**src/rtl/hazard_ctrl_pkg.sv**
```systemverilog
// Shared types and defaults for the IF/ID hazard controller: FSM state
// encoding, the bundled control-output struct and default widths.
package hazard_ctrl_pkg;

  localparam int DEF_REG_W      = 3;
  localparam int DEF_LOAD_DELAY = 1;
  localparam int DEF_CNT_W      = 16;

  // Bubble down-counter is sized for the largest legal LOAD_DELAY (7).
  localparam int BCNT_W = 3;

  typedef enum logic {
    ST_RUN    = 1'b0,
    ST_BUBBLE = 1'b1
  } state_t;

  typedef struct packed {
    logic pc_loadbar;
    logic if_id_loadbar;
    logic if_id_flush;
    logic id_ex_flush;
  } ctrl_t;

endpackage

```
**src/rtl/sat_counter.sv**
```systemverilog
// Saturating up-counter: increments by one per cycle with inc high and
// sticks at all-ones. Used for debug event counting.
module sat_counter #(
  parameter int W = 16
) (
  input  logic         clk,
  input  logic         reset,
  input  logic         inc,
  output logic [W-1:0] count
);

  // NOTE: sequential state is always written with non-blocking assignments so
  // every flop samples pre-edge values regardless of block evaluation order.
  always_ff @(posedge clk or posedge reset) begin
    if (reset) begin
      count <= '0;
    end else if (inc && (count != '1)) begin
      count <= count + W'(1);
    end
  end

endmodule

```
**src/rtl/hazard_ctrl.sv**
```systemverilog
// Stall/flush control for the IF/ID and ID/EX pipeline registers: load-use
// bubbles, taken-branch squash and data-memory freeze, plus debug counters.
module hazard_ctrl
  import hazard_ctrl_pkg::*;
#(
  parameter int REG_W      = DEF_REG_W,
  parameter int LOAD_DELAY = DEF_LOAD_DELAY,
  parameter int CNT_W      = DEF_CNT_W
) (
  input  logic             clk,
  input  logic             reset,
  input  logic [REG_W-1:0] id_rs,
  input  logic [REG_W-1:0] id_rt,
  input  logic             id_uses_rt,
  input  logic             ex_mem_read,
  input  logic [REG_W-1:0] ex_rd,
  input  logic             branch_taken,
  input  logic             mem_busy,
  output logic             pc_loadbar,
  output logic             if_id_loadbar,
  output logic             if_id_flush,
  output logic             id_ex_flush,
  output logic [CNT_W-1:0] stall_cnt,
  output logic [CNT_W-1:0] flush_cnt
);

  state_t              state;
  logic [BCNT_W-1:0]   bcnt;
  logic                hazard;
  ctrl_t               ctrl;

  // r0 is hardwired zero, so a load targeting it never creates a dependency.
  always_comb begin
    hazard = ex_mem_read && (ex_rd != '0) &&
             ((ex_rd == id_rs) || (id_uses_rt && (ex_rd == id_rt)));
  end

  // NOTE: every signal assigned in always_comb gets a default first so no
  // path leaves it unassigned and infers a latch.
  always_comb begin
    ctrl = '0;
    if (!reset) begin
      if (mem_busy) begin
        ctrl.pc_loadbar    = 1'b1;
        ctrl.if_id_loadbar = 1'b1;
      end else if (branch_taken) begin
        ctrl.if_id_flush = 1'b1;
        ctrl.id_ex_flush = 1'b1;
      end else if ((state == ST_BUBBLE) || hazard) begin
        ctrl.pc_loadbar    = 1'b1;
        ctrl.if_id_loadbar = 1'b1;
        ctrl.id_ex_flush   = 1'b1;
      end
    end
  end

  assign pc_loadbar    = ctrl.pc_loadbar;
  assign if_id_loadbar = ctrl.if_id_loadbar;
  assign if_id_flush   = ctrl.if_id_flush;
  assign id_ex_flush   = ctrl.id_ex_flush;

  // A memory freeze holds state and bcnt untouched so the bubble resumes
  // exactly where it stopped once the memory is ready.
  always_ff @(posedge clk or posedge reset) begin
    if (reset) begin
      state <= ST_RUN;
      bcnt  <= '0;
    end else if (!mem_busy) begin
      if (branch_taken) begin
        state <= ST_RUN;
        bcnt  <= '0;
      end else if (state == ST_BUBBLE) begin
        bcnt <= bcnt - BCNT_W'(1);
        if (bcnt == BCNT_W'(1)) begin
          state <= ST_RUN;
        end
      end else if (hazard && (LOAD_DELAY > 1)) begin
        state <= ST_BUBBLE;
        bcnt  <= BCNT_W'(LOAD_DELAY - 1);
      end
    end
  end

  sat_counter #(.W(CNT_W)) u_stall_cnt (
    .clk   (clk),
    .reset (reset),
    .inc   (ctrl.pc_loadbar),
    .count (stall_cnt)
  );

  sat_counter #(.W(CNT_W)) u_flush_cnt (
    .clk   (clk),
    .reset (reset),
    .inc   (ctrl.if_id_flush | ctrl.id_ex_flush),
    .count (flush_cnt)
  );

endmodule

```
**config.mk**
```make
export PLATFORM = sky130hd
export DESIGN_NAME = hazard_ctrl
export DESIGN_NICKNAME = d
export VERILOG_FILES = /design/src/rtl/hazard_ctrl_pkg.sv /design/src/rtl/sat_counter.sv /design/src/rtl/hazard_ctrl.sv
export SDC_FILE = /design/constraint.sdc
export NUM_CORES = 1
export LEC_CHECK = 0
export ABC_CLOCK_PERIOD_IN_PS = 3800
export CAP_MARGIN = 20
export CORE_MARGIN = 1
export CORE_UTILIZATION = 52
export DETAILED_ROUTE_END_ITERATION = 10
export PLACE_DENSITY = 0.95
export SLEW_MARGIN = 10
export SYNTH_ARGS = -nofsm -noshare
export SYNTH_HDL_FRONTEND = slang
export SYNTH_HIERARCHICAL = 1
export SYNTH_SLANG_ARGS = --single-unit
```
**constraint.sdc**
```tcl
create_clock -name clk -period 3.8 [get_ports clk]
set_input_delay 0.57 -clock clk [delete_from_list [all_inputs] [get_ports clk]]
set_output_delay 0.57 -clock clk [all_outputs]
set_load 0.01 [all_outputs]
```
# Yosys cells after proc, flatten, opt, wreduce, memory -nomap -nowiden
# Index checks and enable logic that the tools add are counted.
totals:
  reg_bits: 36
  inputBits: 15
  output_inout_bits: 36
  elab_cells: 37
classes:
  addsub: 3
  n_eq_ne: 5
  n_mux: 13
  bitwise: 2
  reduce_logical: 10
ops:
  columns: ["operator", "count"]
  rows:
  - ["16-bit by 1-bit adder with 16-bit output, second input constant", 2]
  - ["16-bit != test, second input constant", 2]
  - ["2-bit 2-to-1 mux", 4]
  - ["3-bit equality test", 2]
  - ["1-bit 2-to-1 mux", 6]
  - ["3-bit 2-to-1 mux", 2]
  - ["1-bit logical AND", 5]
  - ["4-bit 2-to-1 mux", 1]
  - ["3-bit by 1-bit equality test with 1-bit output, second input constant", 1]
  - ["3-bit nonzero test", 1]
  - ["3-bit by 1-bit subtractor with 3-bit output, second input constant", 1]
  - ["1-bit logical OR", 2]
  - ["2-bit AND reduction", 1]
  - ["2-bit nonzero test", 1]
  - ["1-bit inverter", 1]
  - ["1-bit OR", 1]

# Logic depth before layout (Yosys ltp)
depth:
  depth_word: 11
  depth_mapped: 8
  ltp_nobuf: 8

# Hierarchy
# The synthesis kept the hierarchy.
by_module_without_submodules:
  columns: ["mod", "n_inst", "cells_each", "area_each_um2", "seq_area_each_um2"]
  rows:
  - ["sat_counter", 2, 71, 805.8, 400.4]
  - ["hazard_ctrl", 1, 42, 361.6, 100.1]

# Worst setup path after synthesis
# No wires, ideal clock.
synth_timing:
  path_type: "input-to-reg"
  from: "in ex_rd[1]"
  to: "reg u_stall_cnt.count[14]"
  setup_time_ns: 0.125
  arrival_ns: 2.507
  t_required_ns: 3.675
  slack_ns: 1.168
  cell_stages: 8
  n_path_buf: 0
  path_cell_list: "xor2_1 > nor3_2 > a31oi_2 > o41ai_2 > and4_1 > nand3_1 > nor2_1 > mux2_2"
synth_between:
  elab_chain_len: 10
  word_cells_on_any_way: 13
  classes_between: "eq/ne: 2; mux: 4; reduce/logical: 7"
synth_lines:
  columns: ["element", "line_no", "source"]
  rows:
  - ["start, declared", "hazard_ctrl.sv:16", "input logic [REG_W-1:0] ex_rd,"]
  - ["3-bit equality test", "hazard_ctrl.sv:35", "((ex_rd == id_rs) || (id_uses_rt && (ex_rd == id_rt)));"]
  - ["1-bit logical AND", "hazard_ctrl.sv:35", null]
  - ["1-bit logical OR", "hazard_ctrl.sv:35", null]
  - ["1-bit logical AND *", "hazard_ctrl.sv:34", "hazard = ex_mem_read && (ex_rd != '0) &&"]
  - ["1-bit logical OR *", "hazard_ctrl.sv:49", "end else if ((state == ST_BUBBLE) || hazard) begin"]
  - ["2-bit 2-to-1 mux *", "hazard_ctrl.sv:49", null]
  - ["2-bit 2-to-1 mux *", "hazard_ctrl.sv:46", "end else if (branch_taken) begin"]
  - ["2-bit 2-to-1 mux *", "hazard_ctrl.sv:43", "if (mem_busy) begin"]
  - ["4-bit 2-to-1 mux *", "hazard_ctrl.sv:42", "if (!reset) begin"]
  - ["1-bit logical AND *", "sat_counter.sv:17", "end else if (inc && (count != '1)) begin"]
  - ["end signal, assigned", "sat_counter.sv:18", "count <= count + W'(1);"]
  - ["end, declared", "sat_counter.sv:9", "output logic [W-1:0] count"]
# Mark *: on every way between the ends. The rest lies on a longest branch, timed or not.
# A chain may end at the register's enable or synchronous reset.

# Final worst setup path
layout_timing:
  from: "in ex_rd[1]"
  to: "out if_id_loadbar"
layout_between:
  elab_chain_len: 9
  word_cells_on_any_way: 12
  classes_between: "eq/ne: 2; mux: 4; reduce/logical: 6"
layout_lines:
  columns: ["element", "line_no", "source"]
  rows:
  - ["3-bit equality test", "hazard_ctrl.sv:35", null]
  - ["1-bit logical AND", "hazard_ctrl.sv:35", null]
  - ["1-bit logical OR", "hazard_ctrl.sv:35", null]
  - ["1-bit logical AND *", "hazard_ctrl.sv:34", null]
  - ["1-bit logical OR *", "hazard_ctrl.sv:49", null]
  - ["2-bit 2-to-1 mux *", "hazard_ctrl.sv:49", null]
  - ["2-bit 2-to-1 mux *", "hazard_ctrl.sv:46", null]
  - ["2-bit 2-to-1 mux *", "hazard_ctrl.sv:43", null]
  - ["4-bit 2-to-1 mux *", "hazard_ctrl.sv:42", null]
  - ["end, declared", "hazard_ctrl.sv:20", "output logic if_id_loadbar,"]
# Marks and branches as above.

==> summary.txt <==
# port buffers: 50
kind of critical path: in -> out
final setup vio count: 0
remaining global-route overflow: 0
critical path fanouts, max: 8
Max Clock Skew: 0.00599 ns
Die Y: 63.6 um
power per cell area: 428 nW/um2
Resize count post-CTS: 0
global-route usage over all layers: 0.223
GP Congestion: 0.769
Leak: 1.10 nW
DP Cell Count: 280
CP cell instances: clkdlybuf4s50_1 -> xor2_1 -> nor3_2 -> a31oi_2 -> o41ai_2 -> clkdlybuf4s50_1
# Post-CTS Setup Buffers: 0
Non-Filler Instances: 287
Initial Util: 0.539
most used cell, CP: clkdlybuf4s50_1
period utilization: 0.901
Final Cell Area: 2600 um2
vias in the first global route: 1547
CTS tree: yes
clock tree buffer depth: 2
worst-skew pair later-pin latency: 0.29 ns
Pwr Total: 0.00111 W
area grow syn2layout: 31.8%
startpoint type of the worst setup path: input pin
slew margin rel.: 0.502
Final Hold Viols: 0
max frequency: 292 MHz
antenna violations before repair: 0
area share of xor/xnor cells in the synthesized design: 0.124
most frequent cells in the layout: clkdlybuf4s50_1 (50), dfrtp_1 (36), xnor2_1 (23)
post-route setup TNS: 0 ns
Final HPWL DP: 3.05 mm
Seq/Total Area, Yosys: 0.457
Row Count: 22
Synth cell types: 35
slowest stage delay, CP: 0.67 ns
critical path required time: 3.23 ns
Mapped Area: 1970 um2
DRC: 0
number of synthesized register bits: 36
H-tree depth: 2
RSZ-0062 raised after global routing: false
critical path arrival: 2.85 ns
Worst-path clk slew: 0.07 ns
WL final: 4.08 mm
Core Util, Final: 0.710
Die ar.: 4040 um2
Post-Syn Nets: 203
Clock Sinks: 36
1st-iter DRT viols: 49
Period minus WS final: 3.42 ns
Worst-Margin Slew: 0.745 ns
NumNets Final: 258
Synth Warn #: 6
clock root cell: clkbuf_8
CP Buf/Inv Count: 2
layout cells sized above 1: 0.105
compound-cell area share of the yosys netlist: 0.0691
HP Class: reg -> reg
post-synthesis simple-gate area fraction: 0.275
Avg Synthesized Cell Area: 10.7 um2
cell family with most CP delay: buffers and inverters
Vias/cell: 5.67
antenna fix cells: 0
Core Region: 3660 um2
MaxCap Viol Count: 0
CP max-delay cell: clkdlybuf4s50_1
DR WL/cell: 14.2 um
Cells after Synth: 184
Die W: 63.6 um
largest family of logic cells by synthesized area: simple AND/OR/NAND/NOR gates
post-synthesis mux area share: 0.0330
CP endpoint kind: output port
Initial DRT Pass Iterations: 4
Hold Buf Count CTS: 0
num ports: 51
DR vias: 1627
most common cell after layout, fill and taps aside: clkdlybuf4s50_1
pin count of the biggest net entering global routing: 17
first-pass GRT wire length: 6.84 mm
count of pins over their slew limit: 0
post-synthesis adder-cell area fraction: 0.0254
Placement Cell Area: 2520 um2
worst IR drop on VDD: 331 uV
total CTS buffers: 5
Final ANT Viol Nets: 0
status: finished, final reports clean
-- synth_stat cells --
library cell  instances  share of area
nand4_1              10          0.032
nor4_4                2          0.022
nand4_4               2          0.022
and3_2                2         0.0076
and2_1                2         0.0063
nand4_2               2          0.013
and3_1                8          0.025
xnor2_1              23           0.10
and4_1                6          0.027
buf_4                 1         0.0038
nor3_2                1         0.0051
a21oi_1               6          0.015
nand2_1              14          0.027
nor3_1                1         0.0025
dfrtp_1              36           0.46
o31ai_1               1         0.0038
a31oi_2               1         0.0063
o21ai_0               6          0.015
nor3b_1               1         0.0038
and4_2                2          0.010
nand2b_1              3         0.0095
nor2b_1               1         0.0032
nand3_1              14          0.036
nand2_2               2         0.0063
mux2i_1               2          0.010
mux2_2                4          0.023
inv_1                 6          0.011
o41ai_2               1         0.0082
or3_1                 1         0.0032
xor2_1                5          0.022
o32ai_1               2         0.0089
clkbuf_1              1         0.0019
o21a_1                3          0.011
nor2_1                8          0.015
ha_1                  4          0.025
-- layout make-up --
class	count	area, um2
Timing Repair Buffer	50	500
Multi-Input combinational cell	140	1040
Sequential cell	36	901
Clock buffer	6	72.6
Clock inverter	1	5.00
Tap cell	48	60.1
Fill cell	271	1060
Inverter	6	22.5
-- power breakdown --
part           leakage (nW)  total (W)  internal, W  switching [W]
registers             0.483   0.000537     0.000443      0.0000938
clock network        0.0410   0.000256     0.000125       0.000131
logic                 0.580   0.000319     0.000184       0.000135
-- per-layer routing --
layer / share of wire / track usage / vias up
met2: 0.51 / 0.387 / 59
met1: 0.43 / 0.253 / 788
met5: 0 / 0 / -
li1: - / - / 773
met3: 0.052 / 0.0725 / 7
met4: 0.013 / 0.0767 / 0
-- state kept, by name, summed over array words and instances, names as in the netlist --
| name | flops |
|---|---|
| u_flush_cnt/count | 16 |
| u_stall_cnt/count | 16 |
| bcnt | 3 |
| state | 1 |
-- stage by stage --
step	setup WS [ns]	hold WS [ns]
final	0.378	0.530
after global routing	0.289	0.550
after CTS	0.377	0.537
after detailed placement	0.406	0.523
after global placement	0.495	0.493
after floorplan	1.17	0.342
-- worst paths after layout --
kind	from	to	slack, ns	cells past startpoint
max in group asynchronous	reset	u_flush_cnt/count[14]$_DFFE_PP0P_	2.53	2
min	u_flush_cnt/count[15]$_DFFE_PP0P_	u_flush_cnt/count[15]$_DFFE_PP0P_	0.53	1
max	ex_rd[1]	if_id_loadbar	0.38	6
max reg2reg	state$_DFFE_PP0N_	u_flush_cnt/count[14]$_DFFE_PP0P_	1.58	6
min in group asynchronous	reset	bcnt[1]$_DFFE_PP0P_	0.71	2
min reg2reg	u_flush_cnt/count[15]$_DFFE_PP0P_	u_flush_cnt/count[15]$_DFFE_PP0P_	0.53	1
-- logic make-up after synthesis --
kind of cell,after synthesis
buf+inv,8
mux,6
flops,36
xor+xnor,28
fa+ha+maj,4
compound gates,20
simple gates,82
Power figures use the tool's default switching activity.
